**src/rtl/rectangle_pkg.sv**
```systemverilog
`default_nettype none
// ============================================================================
//  Module      : rectangle_pkg
//  Description : Shared types, defaults and ShiftRow helpers for the
//                RECTANGLE datapath. The ShiftRow mapping and its inverse
//                live here so the encryption and decryption paths stay in
//                lock-step.
//  Contents    : c_rounds / c_rot1..c_rot3 defaults, c_round_w,
//                state_t (64b), row_t (16b), round_t, beat_t,
//                rotl16 / rotr16, shift_row / inv_shift_row
//  Revision    : 1.0  initial release
// ============================================================================
package rectangle_pkg;

    localparam int unsigned c_rounds  = 25;
    localparam int unsigned c_rot1    = 1;
    localparam int unsigned c_rot2    = 12;
    localparam int unsigned c_rot3    = 13;
    localparam int unsigned c_round_w = 5;

    typedef logic [63:0]          state_t;
    typedef logic [15:0]          row_t;
    typedef logic [c_round_w-1:0] round_t;

    // One beat as carried through the skid buffer.
    typedef struct packed {
        state_t state;
        round_t round;
        logic   last;
    } beat_t;

    // Rotate a 16-bit row left; the doubled word lets the upper half
    // collect the wrapped bits without a separate OR term.
    function automatic row_t rotl16(input row_t x, input int unsigned n);
        logic [31:0] w_dbl;
        w_dbl = {x, x} << (n % 32'd16);
        return w_dbl[31:16];
    endfunction

    function automatic row_t rotr16(input row_t x, input int unsigned n);
        return rotl16(x, 32'd16 - (n % 32'd16));
    endfunction

    // Row r occupies bits [16r+15:16r]; row 0 is never rotated.
    function automatic state_t shift_row(input state_t s,
                                         input int unsigned rot1,
                                         input int unsigned rot2,
                                         input int unsigned rot3);
        state_t w_res;
        w_res[15:0]  = s[15:0];
        w_res[31:16] = rotl16(s[31:16], rot1);
        w_res[47:32] = rotl16(s[47:32], rot2);
        w_res[63:48] = rotl16(s[63:48], rot3);
        return w_res;
    endfunction

    function automatic state_t inv_shift_row(input state_t s,
                                             input int unsigned rot1,
                                             input int unsigned rot2,
                                             input int unsigned rot3);
        state_t w_res;
        w_res[15:0]  = s[15:0];
        w_res[31:16] = rotr16(s[31:16], rot1);
        w_res[47:32] = rotr16(s[47:32], rot2);
        w_res[63:48] = rotr16(s[63:48], rot3);
        return w_res;
    endfunction

endpackage : rectangle_pkg
`default_nettype wire

```
**src/rtl/rect_skid_buf.sv**
```systemverilog
`default_nettype none
// ============================================================================
//  Module      : rect_skid_buf
//  Description : Valid/ready pipeline register with one skid entry.
//                Output register plus skid register give full throughput
//                while keeping the upstream ready purely registered.
//  Ports       : clk, rst          clock, synchronous active-high reset
//                i_data/i_valid    upstream beat
//                o_ready           upstream ready (registered)
//                o_data/o_valid    downstream beat (held until accepted)
//                i_ready           downstream ready
//  Revision    : 1.0  initial release
// ============================================================================
module rect_skid_buf #(
    parameter int WIDTH = 70
) (
    input  logic             clk,
    input  logic             rst,
    input  logic [WIDTH-1:0] i_data,
    input  logic             i_valid,
    output logic             o_ready,
    output logic [WIDTH-1:0] o_data,
    output logic             o_valid,
    input  logic             i_ready
);

    logic [WIDTH-1:0] r_out_data;
    logic [WIDTH-1:0] r_skid_data;
    logic             r_out_valid;
    // Ready doubles as "skid empty": the skid holds a beat exactly when
    // upstream is being refused, so no separate occupancy bit is needed.
    logic             r_in_ready;

    logic w_in_fire;
    logic w_out_free;

    assign w_in_fire  = i_valid & r_in_ready;
    // Output register can take a new beat this edge: empty, or draining.
    assign w_out_free = ~r_out_valid | i_ready;

    always_ff @(posedge clk) begin
        if (rst) begin
            r_out_data  <= '0;
            r_skid_data <= '0;
            r_out_valid <= 1'b0;
            r_in_ready  <= 1'b1;
        end else if (w_out_free) begin
            if (!r_in_ready) begin
                // Skid entry is older than anything upstream: drain it first.
                r_out_data  <= r_skid_data;
                r_out_valid <= 1'b1;
                r_in_ready  <= 1'b1;
            end else if (w_in_fire) begin
                r_out_data  <= i_data;
                r_out_valid <= 1'b1;
            end else begin
                r_out_valid <= 1'b0;
            end
        end else if (w_in_fire) begin
            // Output stalled and full: park the beat, refuse the next one.
            r_skid_data <= i_data;
            r_in_ready  <= 1'b0;
        end
    end

    assign o_ready = r_in_ready;
    assign o_data  = r_out_data;
    assign o_valid = r_out_valid;

endmodule : rect_skid_buf
`default_nettype wire

```
**src/rtl/shift_row_stage.sv**
```systemverilog
`default_nettype none
// ============================================================================
//  Module      : shift_row_stage
//  Description : RECTANGLE ShiftRow pipeline stage. Rotates rows 1..3 of the
//                64-bit state, tags each beat with its round index and
//                buffers it through a skid register. Flags a sticky error
//                when a block runs past ROUNDS without a new in_first.
//  Ports       : clk, rst                       clock, sync active-high reset
//                in_state/in_first/in_valid     upstream beat
//                in_ready                       upstream ready (registered)
//                out_state/out_round/out_last   downstream beat
//                out_valid/out_ready            downstream handshake
//                err                            sticky round overflow
//  Revision    : 1.0  initial release
// ============================================================================
module shift_row_stage
    import rectangle_pkg::*;
#(
    parameter int unsigned ROUNDS = c_rounds,
    parameter int unsigned ROT1   = c_rot1,
    parameter int unsigned ROT2   = c_rot2,
    parameter int unsigned ROT3   = c_rot3
) (
    input  logic                 clk,
    input  logic                 rst,
    input  logic [63:0]          in_state,
    input  logic                 in_first,
    input  logic                 in_valid,
    output logic                 in_ready,
    output logic [63:0]          out_state,
    output logic [c_round_w-1:0] out_round,
    output logic                 out_last,
    output logic                 out_valid,
    input  logic                 out_ready,
    output logic                 err
);

    localparam round_t c_last_round = round_t'(ROUNDS);
    localparam int     c_beat_w     = $bits(beat_t);

    round_t r_round;      // round of the most recently accepted beat
    logic   r_err;

    logic   w_in_ready;
    logic   w_in_fire;
    round_t w_beat_round;
    logic   w_overflow;
    beat_t  w_in_beat;
    beat_t  w_out_beat;

    assign w_in_fire = in_valid & w_in_ready;

    // Round tagging. A beat following round ROUNDS without in_first is an
    // overflow: it restarts at round 1 but raises err.
    always_comb begin
        w_beat_round = r_round + round_t'(1);
        w_overflow   = 1'b0;
        if (in_first) begin
            w_beat_round = round_t'(1);
        end else if (r_round == c_last_round) begin
            w_beat_round = round_t'(1);
            w_overflow   = 1'b1;
        end
    end

    always_ff @(posedge clk) begin
        if (rst) begin
            r_round <= '0;
            r_err   <= 1'b0;
        end else if (w_in_fire) begin
            r_round <= w_beat_round;
            if (w_overflow) begin
                r_err <= 1'b1;
            end
        end
    end

    always_comb begin
        w_in_beat       = '0;
        w_in_beat.state = shift_row(in_state, ROT1, ROT2, ROT3);
        w_in_beat.round = w_beat_round;
        w_in_beat.last  = (w_beat_round == c_last_round);
    end

    rect_skid_buf #(
        .WIDTH   (c_beat_w)
    ) u_skid (
        .clk     (clk),
        .rst     (rst),
        .i_data  (w_in_beat),
        .i_valid (in_valid),
        .o_ready (w_in_ready),
        .o_data  (w_out_beat),
        .o_valid (out_valid),
        .i_ready (out_ready)
    );

    assign in_ready  = w_in_ready;
    assign out_state = w_out_beat.state;
    assign out_round = w_out_beat.round;
    assign out_last  = w_out_beat.last;
    assign err       = r_err;

endmodule : shift_row_stage
`default_nettype wire

```
**config.mk**
```make
export PLATFORM = sky130hd
export DESIGN_NAME = shift_row_stage
export DESIGN_NICKNAME = d
export VERILOG_FILES = /design/src/rtl/rectangle_pkg.sv /design/src/rtl/rect_skid_buf.sv /design/src/rtl/shift_row_stage.sv
export SDC_FILE = /design/constraint.sdc
export NUM_CORES = 1
export LEC_CHECK = 0
export CORE_ASPECT_RATIO = 0.8
export CORE_MARGIN = 2
export CORE_UTILIZATION = 45
export DETAILED_ROUTE_END_ITERATION = 12
export PLACE_DENSITY = 0.78
export RECOVER_POWER = 50
export SLEW_MARGIN = 0
export SYNTH_ARGS = -nofsm -noshare
export SYNTH_HDL_FRONTEND = slang
export SYNTH_SLANG_ARGS = --single-unit
```
**constraint.sdc**
```tcl
create_clock -name clk -period 1.37 [get_ports clk]
set_input_delay 0.2055 -clock clk [delete_from_list [all_inputs] [get_ports clk]]
set_output_delay 0.2055 -clock clk [all_outputs]
set_load 0.1 [all_outputs]
```
; ---- After elaboration in Yosys (flattened, before gate mapping)
; Cells that the tools add are included.
[word_totals]
regBits = 148
in_bits = 69
out_inout_bits = 73
elab_cells = 26
[classes]
n_addsub = 1
eq_ne = 3
n_mux = 8
bitwise_logic = 4
n_reduce_logical = 4
[op_table]
columns = cell, n
row1 = $mux W70, 2
row2 = $eq A5 B5 Y1 const B, 2
row3 = $mux W5, 2
row4 = $reduce_and A2 Y1, 3
row5 = $add A5 B1 Y5 const B, 1
row6 = $mux W1, 4
row7 = $ne A2 B2 Y1 const B, 1
row8 = $not A1 Y1, 2
row9 = $reduce_or A2 Y1, 1
row10 = $and A1 B1 Y1, 1
row11 = $or A1 B1 Y1, 1

; ---- Depth between registers and ports, before layout
; Gate-level depths: netlist (run 1).
[depth]
word_depth = 6
depth_mapped = 7
mapped_depth_nobuf = 6

; ---- Hierarchy
; A second synthesis (run 1) with hierarchy kept.
[hier_totals]
cells_unflattened = 683
area_unflattened_um2 = 6427.4
[modules_own_cells]
columns = module, instances, cells_each, area_per_inst_um2, seq_area_each_um2
row1 = rect_skid_buf, 1, 633, 6032.0, 2842.7
row2 = shift_row_stage, 1, 50, 395.4, 120.1

; ---- Worst setup path after synthesis (run 1)
; No wires, ideal clock.
[synth_timing]
kind = register -> register
from = register u_skid.r_in_ready, in the netlist u_skid.o_ready
to = register u_skid.r_skid_data[3]
setup_ns = 0.128
arrival_ns = 1.949
t_required_ns = 1.242
path_slack_ns = -0.707
stages_incl_launch_ff = 6
n_path_buf = 2
period_less_slack_ns = 2.077
cell_sequence = dfxtp_1 -> buf_2 -> nand4b_1 -> buf_2 -> a22oi_1 -> nor2_1
[synth_via]
elab_chain_cells = 2
[synth_rtl]
columns = item, line_no
row1 = start: declaration, rect_skid_buf.sv:32  ; logic r_in_ready;
row2 = start signal: assignment, rect_skid_buf.sv:46  ; r_in_ready <= 1'b1;
row3 = start signal: assignment, rect_skid_buf.sv:52  ; r_in_ready <= 1'b1;
row4 = start signal: assignment, rect_skid_buf.sv:62  ; r_in_ready <= 1'b0;
row5 = $and A1 B1 Y1, rect_skid_buf.sv:37  ; assign w_in_fire = i_valid & r_in_ready;
row6 = $reduce_and A2 Y1 (no source line), n/a
row7 = end signal: assignment, rect_skid_buf.sv:61  ; r_skid_data <= i_data;
row8 = end: declaration, rect_skid_buf.sv:28  ; logic [WIDTH-1:0] r_skid_data;
; No other way between the ends.
; A chain may end at the register's enable or synchronous reset.

; ---- Worst setup path in the final report (run 1)
[layout_timing]
from = register u_skid.r_in_ready, in the netlist u_skid.o_ready
to = register u_skid.r_skid_data[38]
; The elaborated chain is that of the path after synthesis.

==> impl_metrics.ini, run 1 <==
[run_status]
status = finished with violations
violations = setup timing

[worst_setup_path]
crit_family = buffers and inverters
crit_buf_inv = 3
slowest_delay_ps = 380
cp.depth = 6
slowest_stage = dfxtp_4
ff2ff_path_depth = 6
critPathLaunchType = register
crit_path_frequent_cell = buf_6
critPathMaxFanout = 7
crit_chain = buf_6 -> nand4b_1 -> buf_6 -> clkbuf_16 -> nand2_1 -> a21oi_1
critPathArrivalTime_ps = 1830
path_class = reg2reg
worst_setup_path_end_kind = register
worstPathRequired_ps = 1650

[clocking]
htree_levels = 4
cts_num_sinks = 148
hold_buffers = 0
clock-root-buffer = clkbuf_16
tritoncts = done
worstSkewPairLatency_ps = 430
path_clk_slew_ps = 60
cts_made_buffers = 17
clk_path_buf_depth = 2

[synth]
async_flop_share = 0
syn_area_per_cell_sq_um = 8.797
yosysSeqAreaShare = 0.4997
netlist_area_sq_um = 5929
synth-seq-cells = 148
syn_inst = 674
yosysTopAreaCell = dfxtp_1
yosysUniqueCellTypes = 39
synth_top_cell_area_share = 0.4997
synth_edf_count = 0
synth_nets = 745
synthFlopType = dfxtp_1
netlist_top_cells_area = dfxtp_1, mux2i_1, nand2_1
ys_warn_count = 0
synth.most_common_cell = dfxtp_1
ys_top_cells_by_count = dfxtp_1, nand2_1, nor2_1

[final_layout]
drive_gt1_frac = 0.3288
area_growth_pct = 73.58
layout.nets = 931

[sta]
skew_ps = 7.477
setup_ws_ps = -184.8
drv_slew = 0
hold_viol = 0
period_needed_ps = 1555
worst_pin_slew_ps = 523.2
fin_setup_tns_ps = -7681
slew-limit-headroom = 0.6512
max_freq_mhz = 643.2
finalSetupViolCount = 96
rsz0062_at_grt = true
whs_ps = 162.2
final.period_utilization = 1.135

[min_path]
hp-class = in2reg
whs_path_depth = 2

[route]
drt_iter0_drc = 439
drcViolationCount = 0
detailedRoute.firstPassIterationCount = 5
ant_nets = 0
wire_per_inst_um = 21.38
via_per_inst = 5.867
drt-total-wl_um = 22430
num_vias = 6155

[placement]
place_congestion = 0.8456
port_buffers = 141
hpwlAfterDp_um = 10520
dp_worst_setup_slack_ps = -410.2

[power]
peakVddDrop_mv = 0.8437
p_leak_uw = 0.004289
p_per_area_nw_per_um2 = 1288

[global_routing]
grt.total_usage = 0.2559
first_global_vias = 5750
antenna_found_initial = 1
grt_pass1_wl_um = 28770
grt_max_degree = 99
overflow = 0

[floorplan]
core_sq_um = 12870
rows = 37
initial_utilization = 0.4607
die-area_sq_um = 14120
die_y_um = 106.7
die_w_um = 132.3
ios = 142

[run]
drv_cap = 0
## placed cells by master, fill, tap and decap left out, drive strengths merged, types with 2 or more instances in the layout
master | synthesis | layout
clkinvlp | 0 | 2
a211o | 2 | 2
and4b | 2 | 2
ha | 2 | 2
a21oi | 75 | 75
clkbuf | 23 | 28
a22oi | 4 | 4
nand2 | 140 | 140
o21ai | 5 | 5
clkdlybuf4s50 | 0 | 66
inv | 2 | 7
dfxtp | 148 | 148
clkinv | 0 | 2
bufinv | 0 | 3
nor3b | 3 | 3
a211oi | 68 | 68
nand3 | 5 | 5
nor2b | 2 | 2
mux2i | 64 | 64
nand3b | 2 | 2
nor2 | 83 | 83
buf | 31 | 145
## flip-flops by register name, indices dropped and copies added, names as in the netlist
register / count
u_skid.o_ready: 1
err: 1
u_skid.r_skid_data: 70
u_skid.o_valid: 1
u_skid.o_data: 70
r_round: 5
## power breakdown
group          internal [uW]  total, uW  switching (uW)  leakage (uW)
sequential              4530       4770             241       0.00121
clock                   3050       5000            1950      0.000305
combinational           1390       3480            2090       0.00277
## worst paths after layout
| kind | slack (ps) | startpoint | end |
|---|---|---|---|
| setup / recovery | -180 | u_skid.o_ready$_SDFFE_PP1P_ | u_skid.r_skid_data[38]$_SDFFE_PP0P_ |
| hold / removal | 160 | rst | r_round[1]$_SDFFE_PP0P_ |
| setup reg to reg | -180 | u_skid.o_ready$_SDFFE_PP1P_ | u_skid.r_skid_data[38]$_SDFFE_PP0P_ |
| hold reg to reg | 460 | u_skid.r_skid_data[53]$_SDFFE_PP0P_ | u_skid.r_skid_data[53]$_SDFFE_PP0P_ |
## area by class of cell
cell class	instances	area (sq um)
diodes	1	2.502
clock buffers	20	466.7
clock inverters	12	166.4
fillers	698	2577
inverters	2	7.507
multi-input cells	470	3144
flip-flops and latches	148	2975
well taps	175	219.0
repair buffers	221	3311
## routing by layer
layer | track usage | part of all wire | vias to the layer above
met3 | 0.07092 | 0.078 | 59
met2 | 0.4367 | 0.50 | 343
met1 | 0.3041 | 0.39 | 3033
met4 | 0.1098 | 0.029 | 0
li1 | - | - | 2720
met5 | 0 | 0 | -
## through the flow
step | total power (uW) | instances | utilization | cell area (sq um)
floorplan | 6540 | 674 | - | 5993
global placement | 7718 | 978 | 0.6589 | 8479
detailed placement | 7780 | 978 | 0.6589 | 8479
CTS | 12900 | 1026 | 0.7439 | 9574
global route | 13580 | 1048 | 0.7995 | 10290
finish | 13260 | 1049 | 0.7997 | 10290
## repair_timing
action / in CTS / in global routing
gates resized for setup: 33 / 95
cloned: 8 / 10
pin swaps: 13 / 22
setup endpoints to repair: 50 / 99
buffers inserted: 8 / 12
## cell families (layout without fill, tap and decap cells)
family,count (synthesis),after routing,synth area share
buf+inv,56,255,0.04727
other cells,0,1,0
mux,64,64,0.1080
simple gates,244,244,0.1703
fa+ha+maj,2,2,0.004220
flops,148,148,0.4997
compound gates,160,160,0.1705
No activity file was read; power rests on OpenSTA's default activity.
==> inputs of run 2 (changes only) <==
--- a/config.mk
+++ b/config.mk
@@ -7,11 +7,13 @@
 export LEC_CHECK = 0
 export CORE_ASPECT_RATIO = 0.8
 export CORE_MARGIN = 2
-export CORE_UTILIZATION = 45
+export CORE_UTILIZATION = 47
+export CTS_BUF_LIST = sky130_fd_sc_hd__clkbuf_8
 export DETAILED_ROUTE_END_ITERATION = 12
-export PLACE_DENSITY = 0.78
+export PLACE_DENSITY = 0.87
 export RECOVER_POWER = 50
 export SLEW_MARGIN = 0
 export SYNTH_ARGS = -nofsm -noshare
 export SYNTH_HDL_FRONTEND = slang
+export SYNTH_HIERARCHICAL = 1
 export SYNTH_SLANG_ARGS = --single-unit
==> impl_metrics.ini, run 2 <==
[route]
detailedRoute.firstPassIterationCount = 5
drcViolationCount = 0
drt_iter0_drc = 357
num_vias = 5923
ant_nets = 0
via_per_inst = 5.663
drt-total-wl_um = 19730
wire_per_inst_um = 18.87

[global_routing]
antenna_found_initial = 0
grt_max_degree = 45
grt_pass1_wl_um = 28640
overflow = 0
first_global_vias = 5789
grt.total_usage = 0.2469

[sta]
fin_setup_tns_ps = -738.5
max_freq_mhz = 657.5
skew_ps = 14.24
drv_slew = 0
period_needed_ps = 1521
finalSetupViolCount = 12
hold_viol = 0
worst_pin_slew_ps = 445.6
final.period_utilization = 1.110
rsz0062_at_grt = true
setup_ws_ps = -150.8
slew-limit-headroom = 0.7029

[synth]
async_flop_share = 0
synthFlopType = dfxtp_1
ys_top_cells_by_count = dfxtp_1, a21oi_1, nand2_1
synth_xor_area_frac = 0.002725
netlist_area_sq_um = 6427
synth_nets = 754
muxShareOfSynthArea = 0.1090
synth_compound_area_frac = 0.2572
synth.most_common_cell = dfxtp_1
synth_edf_count = 0
synth-seq-cells = 148
yosysTopAreaCell = dfxtp_1
synthAdderAreaFrac = 0.003893
syn_inst = 683
ys_warn_count = 6
syn_area_per_cell_sq_um = 9.411
synth_top_cell_area_share = 0.4610
yosysUniqueCellTypes = 36
synth_top_family_by_area = compound AO/OA/AOI/OAI gates
yosysSeqAreaShare = 0.4610
netlist_top_cells_area = dfxtp_1, a211oi_2, a21oi_1
synth-simple-area-share = 0.1115

[placement]
port_buffers = 141
hpwlAfterDp_um = 11990
dp_worst_setup_slack_ps = -306.9
place_congestion = 0.8364
dpl.cell_count = 993

[floorplan]
ios = 142
die_y_um = 108.6
core_sq_um = 13460
die-area_sq_um = 14630
die_w_um = 134.7
initial_utilization = 0.4777
rows = 38

[clocking]
path_clk_slew_ps = 90
tritoncts = done
clock-root-buffer = clkbuf_8
cts_made_buffers = 17
clk_path_buf_depth = 2
htree_levels = 4
hold_buffers = 0
worstSkewPairLatency_ps = 440
cts_num_sinks = 148

[power]
p_per_area_nw_per_um2 = 1194
peakVddDrop_mv = 0.7709
p_leak_uw = 0.003801

[final_layout]
drive_gt1_frac = 0.3256
utilization = 0.6800
final_cell_mix = dfxtp_1, nand2_1, a21oi_1
fin_cells = 1046
layout.nets = 924
final_common_cell = dfxtp_1
area_growth_pct = 42.36
diodes = 0

[run_status]
violations = setup timing
status = finished with violations

[worst_setup_path]
critPathMaxFanout = 4
crit_family = compound AO/OA/AOI/OAI gates
critPathLaunchType = register
crit_path_frequent_cell = a211oi_2
slowest_stage = dfxtp_2
slowest_delay_ps = 370
crit_chain = inv_2 -> ha_4 -> nand4b_1 -> nand2_2 -> a211oi_2 -> mux2i_1 -> a211oi_2
critPathArrivalTime_ps = 1880
path_class = reg2reg
crit_buf_inv = 1
worstPathRequired_ps = 1720
worst_setup_path_end_kind = register

[run]
drv_cap = 0

[min_path]
hp-class = in2reg
## run 2: final timing paths
| check | from | to | slack (ps) | depth (start not counted) |
|---|---|---|---|---|
| max | r_round[1]$_SDFFE_PP0P_ | u_skid/o_data[0]$_SDFFE_PP0P_ | -150 | 7 |
| min | rst | u_skid/r_skid_data[8]$_SDFFE_PP0P_ | 180 | 2 |
| max reg2reg | r_round[1]$_SDFFE_PP0P_ | u_skid/o_data[0]$_SDFFE_PP0P_ | -150 | 7 |
| min reg2reg | u_skid/r_skid_data[11]$_SDFFE_PP0P_ | u_skid/r_skid_data[11]$_SDFFE_PP0P_ | 460 | 2 |
## run 2: logic make-up after synthesis
kind of cell / Yosys count
compound gates: 223
mux: 70
xor+xnor: 2
buf+inv: 68
flops: 148
simple gates: 170
fa+ha+maj: 2
## run 2: where the power goes
part	switching, uW	internal, uW
registers	166	4530
logic	2060	953
clock network	1710	1500
## run 2: cell type report
class	instances	area, sq um
timing repair buffer	215	2310
sequential	148	2979
inverter	4	15.01
multi-input combinational	467	3248
tap	180	225.2
clock buffer	22	302.8
fill	994	4305
clock inverter	10	70.07
## run 2: what timing repair did
| action | 4_1_cts | 5_1_grt |
|---|---|---|
| cloned | 0 | 8 |
| endpoints found under the setup margin | 11 | 55 |
| pin swaps | 13 | 5 |
| buffers inserted | 4 | 10 |
| gates resized for setup | 15 | 21 |
## run 2: metal layers
metal  track usage  wire, um
met1        0.3120      8176
met2        0.4130      9799
met3       0.06376      1474
met4       0.08120       284
met5             0         0
## run 2: through the flow
| stage | power, uW | hold WS (ps) | area, sq um |
|---|---|---|---|
| final | 10920 | 178.5 | 9150 |
| after global routing | 11250 | 160.9 | 9150 |
| after CTS | 11320 | 150.6 | 9620 |
| after detailed placement | 8143 | 446.1 | 9155 |
| after global placement | 8086 | 440.9 | 9155 |
| after floorplan | 6791 | 274.6 | 6538 |
